`src/rtl/fetch_pkg.sv`:
```
// ---------------------------------------------------------------------------
// fetch_pkg
// Shared types and constants for the instruction prefetch front end.
//   fetchState_t  : request FSM states (IDLE, WAIT, DISCARD)
//   fetchEntry_t  : one FIFO entry, {instruction, PC+4}
//   NOP_INSTR     : word presented to IF/ID when nothing valid is buffered
//   PC_STEP       : sequential fetch increment
//   wordAlign()   : clears the byte-offset bits of an address
// ---------------------------------------------------------------------------
package fetch_pkg;

    typedef enum logic [1:0] {
        IDLE    = 2'd0,
        WAIT    = 2'd1,
        DISCARD = 2'd2
    } fetchState_t;

    typedef struct packed {
        logic [31:0] instr;
        logic [31:0] pc4;
    } fetchEntry_t;

    localparam logic [31:0] NOP_INSTR = 32'h0000_0000;
    localparam logic [31:0] PC_STEP   = 32'd4;

    function automatic logic [31:0] wordAlign(input logic [31:0] addr);
        return addr & ~32'h0000_0003;
    endfunction

endpackage

```
`src/rtl/fetch_fifo.sv`:
```
// ---------------------------------------------------------------------------
// fetch_fifo
// Small synchronous FIFO holding fetched {instruction, PC+4} entries.
//   i_clk, i_rst : clock, asynchronous active-high reset
//   i_flush      : empties the FIFO (wins over push and pop)
//   i_push       : write i_data at the tail
//   i_pop        : drop the head entry
//   i_data       : entry to write
//   o_head       : entry at the head, read straight from storage registers
//   o_count      : number of valid entries, 0..DEPTH
// ---------------------------------------------------------------------------
module fetch_fifo
    import fetch_pkg::*;
#(
    parameter int DEPTH = 4
) (
    input  logic                       i_clk,
    input  logic                       i_rst,
    input  logic                       i_flush,
    input  logic                       i_push,
    input  logic                       i_pop,
    input  fetchEntry_t                i_data,
    output fetchEntry_t                o_head,
    output logic [$clog2(DEPTH):0]     o_count
);

    localparam int PW = $clog2(DEPTH);
    localparam int CW = PW + 1;
    localparam logic [CW-1:0] FULL = CW'(DEPTH);

    fetchEntry_t   r_mem [DEPTH];
    logic [PW-1:0] r_wrPtr;
    logic [PW-1:0] r_rdPtr;
    logic [CW-1:0] r_count;
    logic          w_doPush;
    logic          w_doPop;

    // Guard against overflow/underflow so a stray request cannot corrupt state
    assign w_doPush = i_push && (r_count != FULL);
    assign w_doPop  = i_pop  && (r_count != '0);

    // Pointer and occupancy bookkeeping; pointers wrap naturally since DEPTH is a power of two
    always_ff @(posedge i_clk or posedge i_rst) begin
        if (i_rst) begin
            r_wrPtr <= '0;
            r_rdPtr <= '0;
            r_count <= '0;
        end else if (i_flush) begin
            r_wrPtr <= '0;
            r_rdPtr <= '0;
            r_count <= '0;
        end else begin
            if (w_doPush) r_wrPtr <= r_wrPtr + PW'(1);
            if (w_doPop)  r_rdPtr <= r_rdPtr + PW'(1);
            r_count <= r_count + CW'(w_doPush) - CW'(w_doPop);
        end
    end

    // Storage needs no reset: the head is only looked at when count is non-zero
    always_ff @(posedge i_clk) begin
        if (w_doPush && !i_flush) begin
            r_mem[r_wrPtr] <= i_data;
        end
    end

    assign o_head  = r_mem[r_rdPtr];
    assign o_count = r_count;

endmodule

```
`src/rtl/instruction_prefetch_queue.sv`:
```
// ---------------------------------------------------------------------------
// instruction_prefetch_queue
// Fetch front end between the instruction memory port and IF/ID. Issues one
// outstanding request at a time, buffers returned words and presents
// {instruction, PC+4}; flushes and refetches on a taken-branch redirect.
//   CLK, RST        : clock, asynchronous active-high reset
//   redirect_valid  : taken branch, flush and refetch from redirect_pc
//   redirect_pc     : branch target (low two bits ignored)
//   stall           : hold the output (no pop)
//   imem_req/addr   : memory request and its word-aligned address
//   imem_ack/rdata  : memory returns a word this cycle
//   out_valid       : head entry valid
//   out_instr       : head instruction, NOP when not valid
//   out_pc_4        : head address + 4, 0 when not valid
// ---------------------------------------------------------------------------
module instruction_prefetch_queue
    import fetch_pkg::*;
#(
    parameter int          DEPTH    = 4,
    parameter logic [31:0] RESET_PC = 32'h0000_0000
) (
    input  logic        CLK,
    input  logic        RST,
    input  logic        redirect_valid,
    input  logic [31:0] redirect_pc,
    input  logic        stall,
    output logic        imem_req,
    output logic [31:0] imem_addr,
    input  logic        imem_ack,
    input  logic [31:0] imem_rdata,
    output logic        out_valid,
    output logic [31:0] out_instr,
    output logic [31:0] out_pc_4
);

    localparam int CW = $clog2(DEPTH) + 1;
    localparam logic [CW-1:0] FULL = CW'(DEPTH);

    fetchState_t   r_state;
    fetchState_t   w_stateNext;
    logic [31:0]   r_fetchPc;
    logic [31:0]   w_fetchPcNext;
    logic [31:0]   r_reqAddr;
    logic [31:0]   w_reqAddrNext;
    logic [31:0]   w_reqAddrStep;
    logic [31:0]   w_redirectPc;
    logic          w_push;
    logic          w_pop;
    logic          w_outValid;
    logic [CW-1:0] w_count;
    logic [CW-1:0] w_countIfPush;
    fetchEntry_t   w_head;
    fetchEntry_t   w_pushData;

    assign w_redirectPc  = wordAlign(redirect_pc);
    assign w_reqAddrStep = r_reqAddr + PC_STEP;

    // The valid mask hides the head during a redirect so the flushed entry is never popped
    assign w_outValid    = (w_count != '0) && !redirect_valid;
    assign w_pop         = w_outValid && !stall;

    // Occupancy after this edge if a word is pushed now; decides whether to chain the next request
    assign w_countIfPush = w_count + CW'(1) - CW'(w_pop);

    assign w_pushData.instr = imem_rdata;
    assign w_pushData.pc4   = w_reqAddrStep;

    // Next-state logic for the request FSM, fetch PC and request address
    always_comb begin
        w_stateNext   = r_state;
        w_fetchPcNext = r_fetchPc;
        w_reqAddrNext = r_reqAddr;
        w_push        = 1'b0;
        case (r_state)
            IDLE: begin
                if (redirect_valid) begin
                    w_fetchPcNext = w_redirectPc;
                    w_reqAddrNext = w_redirectPc;
                    w_stateNext   = WAIT;
                end else if (w_count != FULL) begin
                    w_reqAddrNext = r_fetchPc;
                    w_stateNext   = WAIT;
                end
            end
            WAIT: begin
                if (redirect_valid) begin
                    // A request without its ack cannot be withdrawn, so wait it out in DISCARD
                    w_fetchPcNext = w_redirectPc;
                    if (imem_ack) begin
                        w_reqAddrNext = w_redirectPc;
                    end else begin
                        w_stateNext = DISCARD;
                    end
                end else if (imem_ack) begin
                    w_push        = 1'b1;
                    w_fetchPcNext = w_reqAddrStep;
                    if (w_countIfPush < FULL) begin
                        w_reqAddrNext = w_reqAddrStep;
                    end else begin
                        w_stateNext = IDLE;
                    end
                end
            end
            DISCARD: begin
                // A redirect landing on the ack cycle goes straight to the newest target
                if (redirect_valid) begin
                    w_fetchPcNext = w_redirectPc;
                    if (imem_ack) begin
                        w_reqAddrNext = w_redirectPc;
                        w_stateNext   = WAIT;
                    end
                end else if (imem_ack) begin
                    w_reqAddrNext = r_fetchPc;
                    w_stateNext   = WAIT;
                end
            end
            default: begin
                w_stateNext = IDLE;
            end
        endcase
    end

    // State, fetch PC and request address registers
    always_ff @(posedge CLK or posedge RST) begin
        if (RST) begin
            r_state   <= IDLE;
            r_fetchPc <= wordAlign(RESET_PC);
            r_reqAddr <= '0;
        end else begin
            r_state   <= w_stateNext;
            r_fetchPc <= w_fetchPcNext;
            r_reqAddr <= w_reqAddrNext;
        end
    end

    fetch_fifo #(
        .DEPTH (DEPTH)
    ) u_fifo (
        .i_clk   (CLK),
        .i_rst   (RST),
        .i_flush (redirect_valid),
        .i_push  (w_push),
        .i_pop   (w_pop),
        .i_data  (w_pushData),
        .o_head  (w_head),
        .o_count (w_count)
    );

    assign imem_req  = (r_state == WAIT) || (r_state == DISCARD);
    assign imem_addr = r_reqAddr;
    assign out_valid = w_outValid;
    assign out_instr = w_outValid ? w_head.instr : NOP_INSTR;
    assign out_pc_4  = w_outValid ? w_head.pc4   : 32'h0;

endmodule
```
`config.mk`:
```
export PLATFORM = sky130hd
export DESIGN_NAME = instruction_prefetch_queue
export DESIGN_NICKNAME = d
export VERILOG_FILES = /design/src/rtl/fetch_pkg.sv /design/src/rtl/fetch_fifo.sv /design/src/rtl/instruction_prefetch_queue.sv
export SDC_FILE = /design/constraint.sdc
export NUM_CORES = 1
export LEC_CHECK = 0
export ABC_AREA = 0
export ABC_CLOCK_PERIOD_IN_PS = 8600
export CAP_MARGIN = 0
export CORE_UTILIZATION = 28
export CTS_CLUSTER_DIAMETER = 150
export CTS_CLUSTER_SIZE = 14
export DETAILED_ROUTE_END_ITERATION = 12
export DONT_BUFFER_PORTS = 1
export SLEW_MARGIN = 20
export SYNTH_ARGS = -nofsm -noshare
export SYNTH_HDL_FRONTEND = slang
export SYNTH_SLANG_ARGS = --single-unit
```
`constraint.sdc`:
```
create_clock -name CLK -period 8.6 [get_ports CLK]
set_clock_uncertainty 0.15 [all_clocks]
set_input_delay 1.72 -clock CLK [delete_from_list [all_inputs] [get_ports CLK]]
set_output_delay 1.72 -clock CLK [all_outputs]
set_load 0.05 [all_outputs]
```
==> impl_metrics.ini, run 1 <==
[sta]
tns_ns = 0
relSlewSlack_pct = 21.1
drv_slew = 0
grt_setup_unrepaired = false
fin_hold_ws_ns = 0.346
max_freq_mhz = 206
tightest_slew_ns = 1.18
final_hold_viol_count = 0
fin_crit_sh_pct = 56.6
fin_crit_ns = 4.86
setup_ws_ns = 3.74
setup_viol = 0

[setup_path]
critical_path_arrival_ns = 2.99
critPathLaunchType = input port
critPathCaptureType = output pin
path_max_fanout = 65
worstSetupPathType = input port to output pin
crit_required_ns = 6.73

[place]
dpl.hpwl_mm = 25.2
dp.cells = 1710
gp_congestion = 0.817
portBuffers = 0
pre_cts_ws_ns = 3.73

[yosys]
synth_edf_count = 256
syn-cell-area_um2 = 15300
ys_async_sr_fraction_pct = 22.2
synth.distinct_cells = 75
yosys_warnings = 0
yosysSeqAreaShare_pct = 62.4
synth_seq_cells = 329
ys.flop_type = edfxtp_1
syn-instance-count = 1084
synth_area_leader_cell = edfxtp_1
yosysTopAreaCellShare_pct = 50.4
syn-num-nets = 1166
syn_area_per_cell_um2 = 14.1
synth.area.top_cells = edfxtp_1, dfrtp_1, mux4_2

[layout]
fin_cells = 1761
area_growth_pct = 9.28
diodes = 0
fill_cells = 5300
drive_gt1_share_pct = 14.4
layout.nets = 1126
multi_input_area_um2 = 5310
regArea_um2 = 9520
final_util_pct = 31.0

[global_routing]
grt_remaining_overflow = 0
grt_util_all_layers_pct = 14.1
grt_pass1_wl_mm = 59.4
grt_max_degree = 74
antenna_found_initial = 1
grt_pass1_vias = 9179

[drt]
drtIter0Drc = 653
routed_wl_mm = 40.2
vias_per_cell = 5.14
num_vias = 9056
wl_per_cell_um = 22.8
drt_first_pass_iters = 6
ant_nets = 0
drcViolationCount = 0

[floorplan]
io_pins = 167
die_x_um = 235
row_count = 85
initial_core_util_pct = 28.4
dieArea_um2 = 55400
core_um2 = 53800
die_y_um = 235

[clocking]
clk_latency_ns = 0.56
cts_tree = built
cts_made_buffers = 27
ctsHoldBuffers = 0
postCtsSetupRepairBufs = 0
ctsRootBufferMaster = clkbuf_16
ctsResizeCount = 0
clk_pin_slew_ns = 0.06
h-tree-depth = 1
clock_sinks = 329
ctsLongestPathBuffers = 3

[worst_hold_path]
min_path_type = register to register

[status]
run_status = finished, final reports clean

[power]
ir_drop_v = 0.000188
power-per-cell-area_nw_per_um2 = 346
power_leakage_nw = 5.45

[job]
maxCapViolations = 0
-- synth_stat cells, types with 10 or more instances --
cell type	instances
edfxtp_1	256
nand2_1	80
and2_1	75
dfrtp_1	73
o21ai_0	68
mux4_2	64
nor2_1	45
buf_2	40
clkbuf_1	31
nand3_1	27
inv_1	26
mux2i_1	26
o211ai_1	25
xnor2_1	19
a21oi_1	17
nor3_1	14
ha_1	12
mux2_2	12
nor2b_1	11
a22o_1	10
nand4_1	10
xor2_1	10
-- cell usage in the layout, fill, tap and decap left out, drive strengths merged, types with 5 or more instances in the layout --
| cell | netlist | final |
|---|---|---|
| and3 | 7 | 7 |
| o21ai | 72 | 72 |
| xor2 | 10 | 10 |
| a2111oi | 6 | 6 |
| mux4 | 64 | 64 |
| clkbuf | 33 | 48 |
| nor2b | 11 | 11 |
| nor2 | 46 | 46 |
| nand3 | 30 | 30 |
| xnor2 | 19 | 19 |
| a22o | 10 | 10 |
| nand2 | 81 | 81 |
| edfxtp | 256 | 256 |
| mux2i | 26 | 26 |
| nor3 | 19 | 19 |
| ha | 12 | 12 |
| buf | 48 | 12 |
| nor4 | 9 | 9 |
| o211ai | 25 | 25 |
| a21oi | 18 | 18 |
| inv | 26 | 28 |
| a211oi | 8 | 8 |
| and4 | 6 | 6 |
| and2 | 76 | 76 |
| mux2 | 12 | 12 |
| o31ai | 7 | 7 |
| nand4 | 11 | 11 |
| o311ai | 5 | 5 |
| a221oi | 6 | 6 |
| dfrtp | 73 | 73 |
-- cell type report --
type | instances | share of cell area (%)
Clock buffer | 48 | 4.52
Clock inverter | 2 | 0.105
Inverter | 26 | 0.585
Multi-Input combinational cell | 648 | 31.8
Sequential cell | 329 | 57.1
Tap cell | 696 | 5.22
Timing Repair Buffer | 12 | 0.660
-- power by group --
group	leakage (nW)	internal [mW]	switching [mW]
clock	0.367	0.594	0.566
combinational	1.87	0.677	1.37
sequential	3.22	2.03	0.535
-- sequential cells by signal, indices dropped and copies added, names as in the netlist --
name and count:
r_fetchPc 32, imem_addr 32, u_fifo.r_rdPtr 2, u_fifo.r_mem 256, u_fifo.r_wrPtr 2, u_fifo.o_count 3
r_state 2
-- critical path: stages --
cell and delay, ns:
nor2_4 0.10, buf_4 0.49, and2_1 0.55
-- per-layer routing --
layer  share of wire (%)  vias to the layer above  track usage [%]
met4                 2.2                        0             4.42
met3                 9.5                       50             5.15
met5                   0                        -                0
li1                    -                     4057                -
met2                  47                      303             22.9
met1                  42                     4646             17.5
-- path summary, 6_finish.rpt --
kind,cells after the start,end,slack (ns),start
min in group asynchronous,2,r_fetchPc[9]$_DFFE_PP0P_,1.08,RST
max in group asynchronous,2,u_fifo.r_rdPtr[0]$_DFFE_PP0P_,6.60,RST
min,2,r_fetchPc[2]$_DFFE_PP0P_,0.35,r_fetchPc[2]$_DFFE_PP0P_
max reg2reg,8,imem_addr[21]$_DFFE_PP0P_,5.08,r_state[0]$_DFFE_PP0P_
max,3,out_pc_4[7],3.74,redirect_valid
min reg2reg,2,r_fetchPc[2]$_DFFE_PP0P_,0.35,r_fetchPc[2]$_DFFE_PP0P_
-- through the flow --
| stage | area (um^2) | total power [mW] |
|---|---|---|
| 2_1_floorplan | 15300 | 4.10 |
| 3_3_place_gp | 15900 | 4.60 |
| 3_5_place_dp | 15900 | 4.66 |
| 4_1_cts | 16600 | 5.84 |
| 5_1_grt | 16700 | 6.08 |
| 6_report | 16700 | 5.77 |
-- cells by family (layout without fill, tap and decap cells) --
family	count (synthesis)	after routing	synth area share, %
flops	329	329	62.4
simple gates	309	309	10.9
compound gates	195	195	8.83
buf+inv	107	88	3.12
mux	102	102	12.0
xor+xnor	29	29	1.66
fa+ha+maj	13	13	1.12
Power figures use the tool's default switching activity.
==> run 2: changes to the inputs <==
--- a/config.mk
+++ b/config.mk
@@ -6,7 +6,7 @@
 export NUM_CORES = 1
 export LEC_CHECK = 0
 export ABC_AREA = 0
-export ABC_CLOCK_PERIOD_IN_PS = 8600
+export ABC_CLOCK_PERIOD_IN_PS = 4400
 export CAP_MARGIN = 0
 export CORE_UTILIZATION = 28
 export CTS_CLUSTER_DIAMETER = 150
==> constraint.sdc (replaced) <==
create_clock -name CLK -period 4.4 [get_ports CLK]
set_clock_uncertainty 0.15 [all_clocks]
set_input_delay 0.88 -clock CLK [delete_from_list [all_inputs] [get_ports CLK]]
set_output_delay 0.88 -clock CLK [all_outputs]
set_load 0.05 [all_outputs]
==> run 2 against run 1 <==
  * Clock-buffer cell count unchanged
  * Combinational power increased by 100%
  * Largest cell class unchanged
  * Clock power increased by 94%
  * Die area unchanged
  * Power increased by 97%
  * Wire length decreased by 0.18%
==> impl_metrics.ini, run 2 (synthesized netlist as in run 1, its figures left out) <==
[layout]
fin_area_um2 = 16800
drive_gt1_share_pct = 15.5
multi_input_area_um2 = 5300
regMostFlops = u_fifo.r_mem
final_util_pct = 31.2
largest_reg_flops = 256
final_common_cell = edfxtp_1
layout.nets = 1140
diodes = 0
area_growth_pct = 10.2
fill_cells = 5311
regArea_um2 = 9520
layout_common_cells = edfxtp_1, nand2_1, and2_1, dfrtp_1, o21ai_0

[worst_hold_path]
min_path_type = input port to register
hold_path_depth = 1

[power]
p_comb_share_pct = 36.3
power_mw = 11.4
power_switching_share_pct = 42.6
ir_drop_v = 0.000345
intPower_mw = 6.52
power.switching_mw = 4.83
power_frac_seq_pct = 43.9
power_leakage_nw = 5.53
power-per-cell-area_nw_per_um2 = 675
clkPwrFrac_pct = 19.8

[clocking]
clock_sinks = 329
cts_made_buffers = 27
ctsLongestPathBuffers = 3
ctsResizeCount = 0
postCtsSetupRepairBufs = 0
clk_latency_ns = 0.56
ctsHoldBuffers = 0
clk_pin_slew_ns = 0.08
cts_tree = built
h-tree-depth = 1
ctsRootBufferMaster = clkbuf_16

[place]
portBuffers = 0
gp_congestion = 0.812
dpl.hpwl_mm = 26.6
pre_cts_ws_ns = 1.12
dpl-instance-area_um2 = 16000

[sta]
relSlewSlack_pct = 33.3
fin_crit_sh_pct = 83.5
tightest_slew_ns = 0.996
grt_setup_unrepaired = false
setup_ws_ns = 0.726
setup_viol = 0
final_hold_viol_count = 0
max_freq_mhz = 272
drv_slew = 0
fin_crit_ns = 3.67
tns_ns = 0

[global_routing]
grt_pass1_vias = 9069
grt_util_all_layers_pct = 14.2
grt_pass1_wl_mm = 59.7
grt_remaining_overflow = 0
antenna_found_initial = 0
grt_max_degree = 52

[drt]
vias_per_cell = 5.16
drt_first_pass_iters = 5
routed_wl_mm = 40.1
wl_per_cell_um = 22.6
num_vias = 9158
ant_nets = 0
drcViolationCount = 0
drtIter0Drc = 786

[setup_path]
path_cells = buf_4 > mux4_2 > and2_1
cpPeakStageDelay_ns = 0.76
critPathLaunchType = register
r2r_cells = 7
critical_path_arrival_ns = 2.64
cp_slowest_cell = dfrtp_4
worstSetupPathType = register to output pin
critPathCaptureType = output pin
path_max_fanout = 25
crit_required_ns = 3.37

[floorplan]
row_count = 85
initial_core_util_pct = 28.4
die_x_um = 235
dieArea_um2 = 55400
io_pins = 167
core_um2 = 53800
die_y_um = 235

[job]
maxCapViolations = 0

[status]
run_status = finished, final reports clean
## run 2: cell count changes in the layout (fill, tap and decap cells not counted), sizes merged
cell and change:
buf +14
## run 2: through the flow
stage | hold slack [ns] | instances
finish | 0.253 | 1775
global route | 0.216 | 1775
global placement | 0.312 | 1725
CTS | 0.218 | 1775
detailed placement | 0.308 | 1725
floorplan | 0.289 | 1084
## run 2: area by class of cell
type	instances	share of cell area (%)
clock buffers	48	4.49
clock inverters	2	0.104
inverters	26	0.580
multi-input cells	648	31.5
flip-flops and latches	329	56.6
well taps	696	5.18
repair buffers	26	1.53
## run 2: final timing paths
| kind | start | endpoint | slack [ns] |
|---|---|---|---|
| min in group asynchronous | RST | r_fetchPc[10]$_DFFE_PP0P_ | 0.27 |
| setup reg to reg | r_state[1]$_DFFE_PP0P_ | u_fifo.r_mem[2][27]$_DFFE_PP_ | 1.17 |
| max in group asynchronous | RST | imem_addr[30]$_DFFE_PP0P_ | 2.80 |
| setup / recovery | u_fifo.r_rdPtr[0]$_DFFE_PP0P_ | out_pc_4[20] | 0.73 |
| hold / removal | redirect_valid | u_fifo.o_count[0]$_DFF_PP0_ | 0.25 |
| hold reg to reg | r_fetchPc[1]$_DFFE_PP0P_ | r_fetchPc[1]$_DFFE_PP0P_ | 0.32 |
## run 2: power groups by stage
stage,registers (mW),clock network [mW],logic (mW)
global route,5.06,2.45,4.48
CTS,4.99,2.34,4.15
detailed placement,5.05,0,4.14
floorplan,4.74,0,3.28
global placement,5.03,0,4.06
finish,4.98,2.25,4.12
## run 2: layer usage
layer | vias up | track usage (%) | part of all wire [%]
li1 | 4083 | - | -
met1 | 4716 | 18.7 | 43
met2 | 313 | 21.9 | 45
met3 | 46 | 5.30 | 10
met4 | 0 | 3.70 | 1.9
met5 | - | 0 | 0
## run 2: critical path, delay by kind of cell, from the launching register on
kind / cells / cell delay, ns
AND/OR/NAND/NOR: 1 / 0.36
multiplexers: 1 / 0.59
buffers and inverters: 1 / 0.37
flip-flops: 1 / 0.76
==> run 3: changes to the inputs <==
--- a/config.mk
+++ b/config.mk
@@ -6,7 +6,7 @@
 export NUM_CORES = 1
 export LEC_CHECK = 0
 export ABC_AREA = 0
-export ABC_CLOCK_PERIOD_IN_PS = 4400
+export ABC_CLOCK_PERIOD_IN_PS = 3110
 export CAP_MARGIN = 0
 export CORE_UTILIZATION = 28
 export CTS_CLUSTER_DIAMETER = 150
==> constraint.sdc (replaced) <==
create_clock -name CLK -period 3.11 [get_ports CLK]
set_clock_uncertainty 0.15 [all_clocks]
set_input_delay 0.622 -clock CLK [delete_from_list [all_inputs] [get_ports CLK]]
set_output_delay 0.622 -clock CLK [all_outputs]
set_load 0.05 [all_outputs]
==> run 3 against run 2 <==
  * Sequential share of layout area is 2.8 points lower
  * Hold slack lost 0.19 ns
  * Non-clock buffer count rose by 89
  * Clock power is 41% higher
  * Utilization grew 1.6 points
  * Sequential cell count stayed put
  * Global-route usage grew 0.31 points
  * Setup slack worse by 0.62 ns
  * Sequential power grew 23%
  * Critical path depth unchanged
  * Cell count increased by 5.0%
  * Die area unchanged
  * Critical path type unchanged
==> impl_metrics.ini, run 3 (synthesized netlist as in run 1, its figures left out) <==
[status]
run_status = finished, final reports clean

[floorplan]
initial_core_util_pct = 28.4
core_um2 = 53800
dieArea_um2 = 55400
io_pins = 167
row_count = 85
die_x_um = 235
die_y_um = 235

[layout]
diodes = 0
drive_gt1_share_pct = 18.9
layout.nets = 1229
regMostFlops = u_fifo.r_mem
layout_common_cells = edfxtp_1, nand2_1, dfrtp_1
final_common_cell = edfxtp_1
fill_cells = 5247
final_util_pct = 32.9
largest_reg_flops = 256
area_growth_pct = 15.9

[power]
power_switching_share_pct = 41.7
power_frac_seq_pct = 37.1
power.switching_mw = 6.91
clkPwrFrac_pct = 19.1
power-per-cell-area_nw_per_um2 = 936
power_leakage_nw = 5.97
p_comb_share_pct = 43.8
power_mw = 16.6
intPower_mw = 9.65
ir_drop_v = 0.000379

[global_routing]
grt_util_all_layers_pct = 14.5
antenna_found_initial = 0
grt_pass1_wl_mm = 61.5
grt_remaining_overflow = 0
grt_max_degree = 74
grt_pass1_vias = 9481

[drt]
drcViolationCount = 0
vias_per_cell = 5.09
drtIter0Drc = 683
routed_wl_mm = 40.7
drt_first_pass_iters = 5
ant_nets = 0
wl_per_cell_um = 21.9
num_vias = 9487

[clocking]
cts_made_buffers = 27
postCtsSetupRepairBufs = 0
cts_tree = built
ctsRootBufferMaster = clkbuf_16
clk_pin_slew_ns = 0.07
h-tree-depth = 1
clock_sinks = 329
clk_latency_ns = 0.56
ctsLongestPathBuffers = 3

[worst_hold_path]
min_path_type = input port to register

[sta]
final_hold_viol_count = 0
tns_ns = 0
fin_crit_sh_pct = 96.5
fin_hold_ws_ns = 0.0663
setup_viol = 0
fin_crit_ns = 3.00
grt_setup_unrepaired = false
drv_slew = 0
relSlewSlack_pct = 50.7
max_freq_mhz = 333
tightest_slew_ns = 0.740

[setup_path]
critPathLaunchType = register
crit_required_ns = 2.34
critical_path_arrival_ns = 2.23
worstSetupPathType = register to output pin
critPathCaptureType = output pin
path_max_fanout = 17

[place]
gp_congestion = 0.863
dpl.hpwl_mm = 27.1
portBuffers = 0

[job]
maxCapViolations = 0
-- run 3: cell types whose count changed in the layout (fill, tap and decap cells not counted), moves of 2 or more --
cell | before | now
dlygate4sd3_1 | 0 | 35
and2_1 | 71 | 68
buf_12 | 5 | 12
and2_2 | 0 | 3
buf_4 | 21 | 64
buf_6 | 0 | 2
-- run 3: worst max-delay path: stages (launching register included) --
cell and delay (ns):
dfrtp_4 0.50, buf_8 0.24, mux4_2 0.55, and2_1 0.36
-- run 3: metrics by stage --
stage / setup WS (ns) / area (um^2) / instances
CTS: 0.0303 / 17700 / 1863
finish: 0.109 / 17700 / 1863
detailed placement: 0.339 / 16500 / 1779
floorplan: 0.0698 / 15300 / 1084
global placement: 0.398 / 16500 / 1779
global route: 0.000189 / 17700 / 1863
-- run 3: power groups by stage --
stage | logic [mW] | registers [mW] | clock network (mW)
6_report | 7.25 | 6.14 | 3.17
5_1_grt | 7.80 | 6.22 | 3.44
4_1_cts | 7.29 | 6.13 | 3.28
3_5_place_dp | 7.21 | 6.21 | 0
3_3_place_gp | 7.11 | 6.19 | 0
2_1_floorplan | 4.64 | 6.70 | 0
-- run 3: timing repair --
action / CTS / global route
setup endpoints to repair: 17 / 3
pin swaps: 0 / 0
resized for setup: 2 / 6
hold buffers: 35 / 0
endpoints found under the hold margin: 204 / 0
gates cloned: 0 / 0
-- run 3: area by class of cell --
class,instances,area [um^2],share of cell area (%)
tap,696,871,4.92
clock inverter,1,8.76,0.0495
sequential,329,9520,53.8
clock buffer,48,754,4.27
multi-input combinational,648,5300,30.0
timing repair buffer,115,1140,6.42
inverter,26,97.6,0.552
-- run 3: per-layer routing --
metal / GRT usage [%] / vias up / share of wire [%]
met2: 22.5 / 304 / 45
met1: 19.7 / 4862 / 44
met3: 4.12 / 61 / 8.3
met5: 0 / - / 0
met4: 4.18 / 0 / 2.2
li1: - / 4260 / -
-- run 3: path summary, 6_finish.rpt --
path                                                    start                         to  slack, ns  cells after the start
max in group asynchronous                                 RST  r_fetchPc[26]$_DFFE_PP0P_       1.97                      3
worst min-delay path                           redirect_pc[3]   r_fetchPc[3]$_DFFE_PP0P_       0.07                      2
worst max-delay path            u_fifo.r_rdPtr[0]$_DFFE_PP0P_                out_pc_4[7]       0.11                      3
worst min register to register       r_fetchPc[1]$_DFFE_PP0P_   r_fetchPc[1]$_DFFE_PP0P_       0.33                      2
min in group asynchronous                                 RST   r_fetchPc[4]$_DFFE_PP0P_       0.47                      3
worst max register to register         r_state[0]$_DFFE_PP0P_  imem_addr[14]$_DFFE_PP0P_       0.27                      8
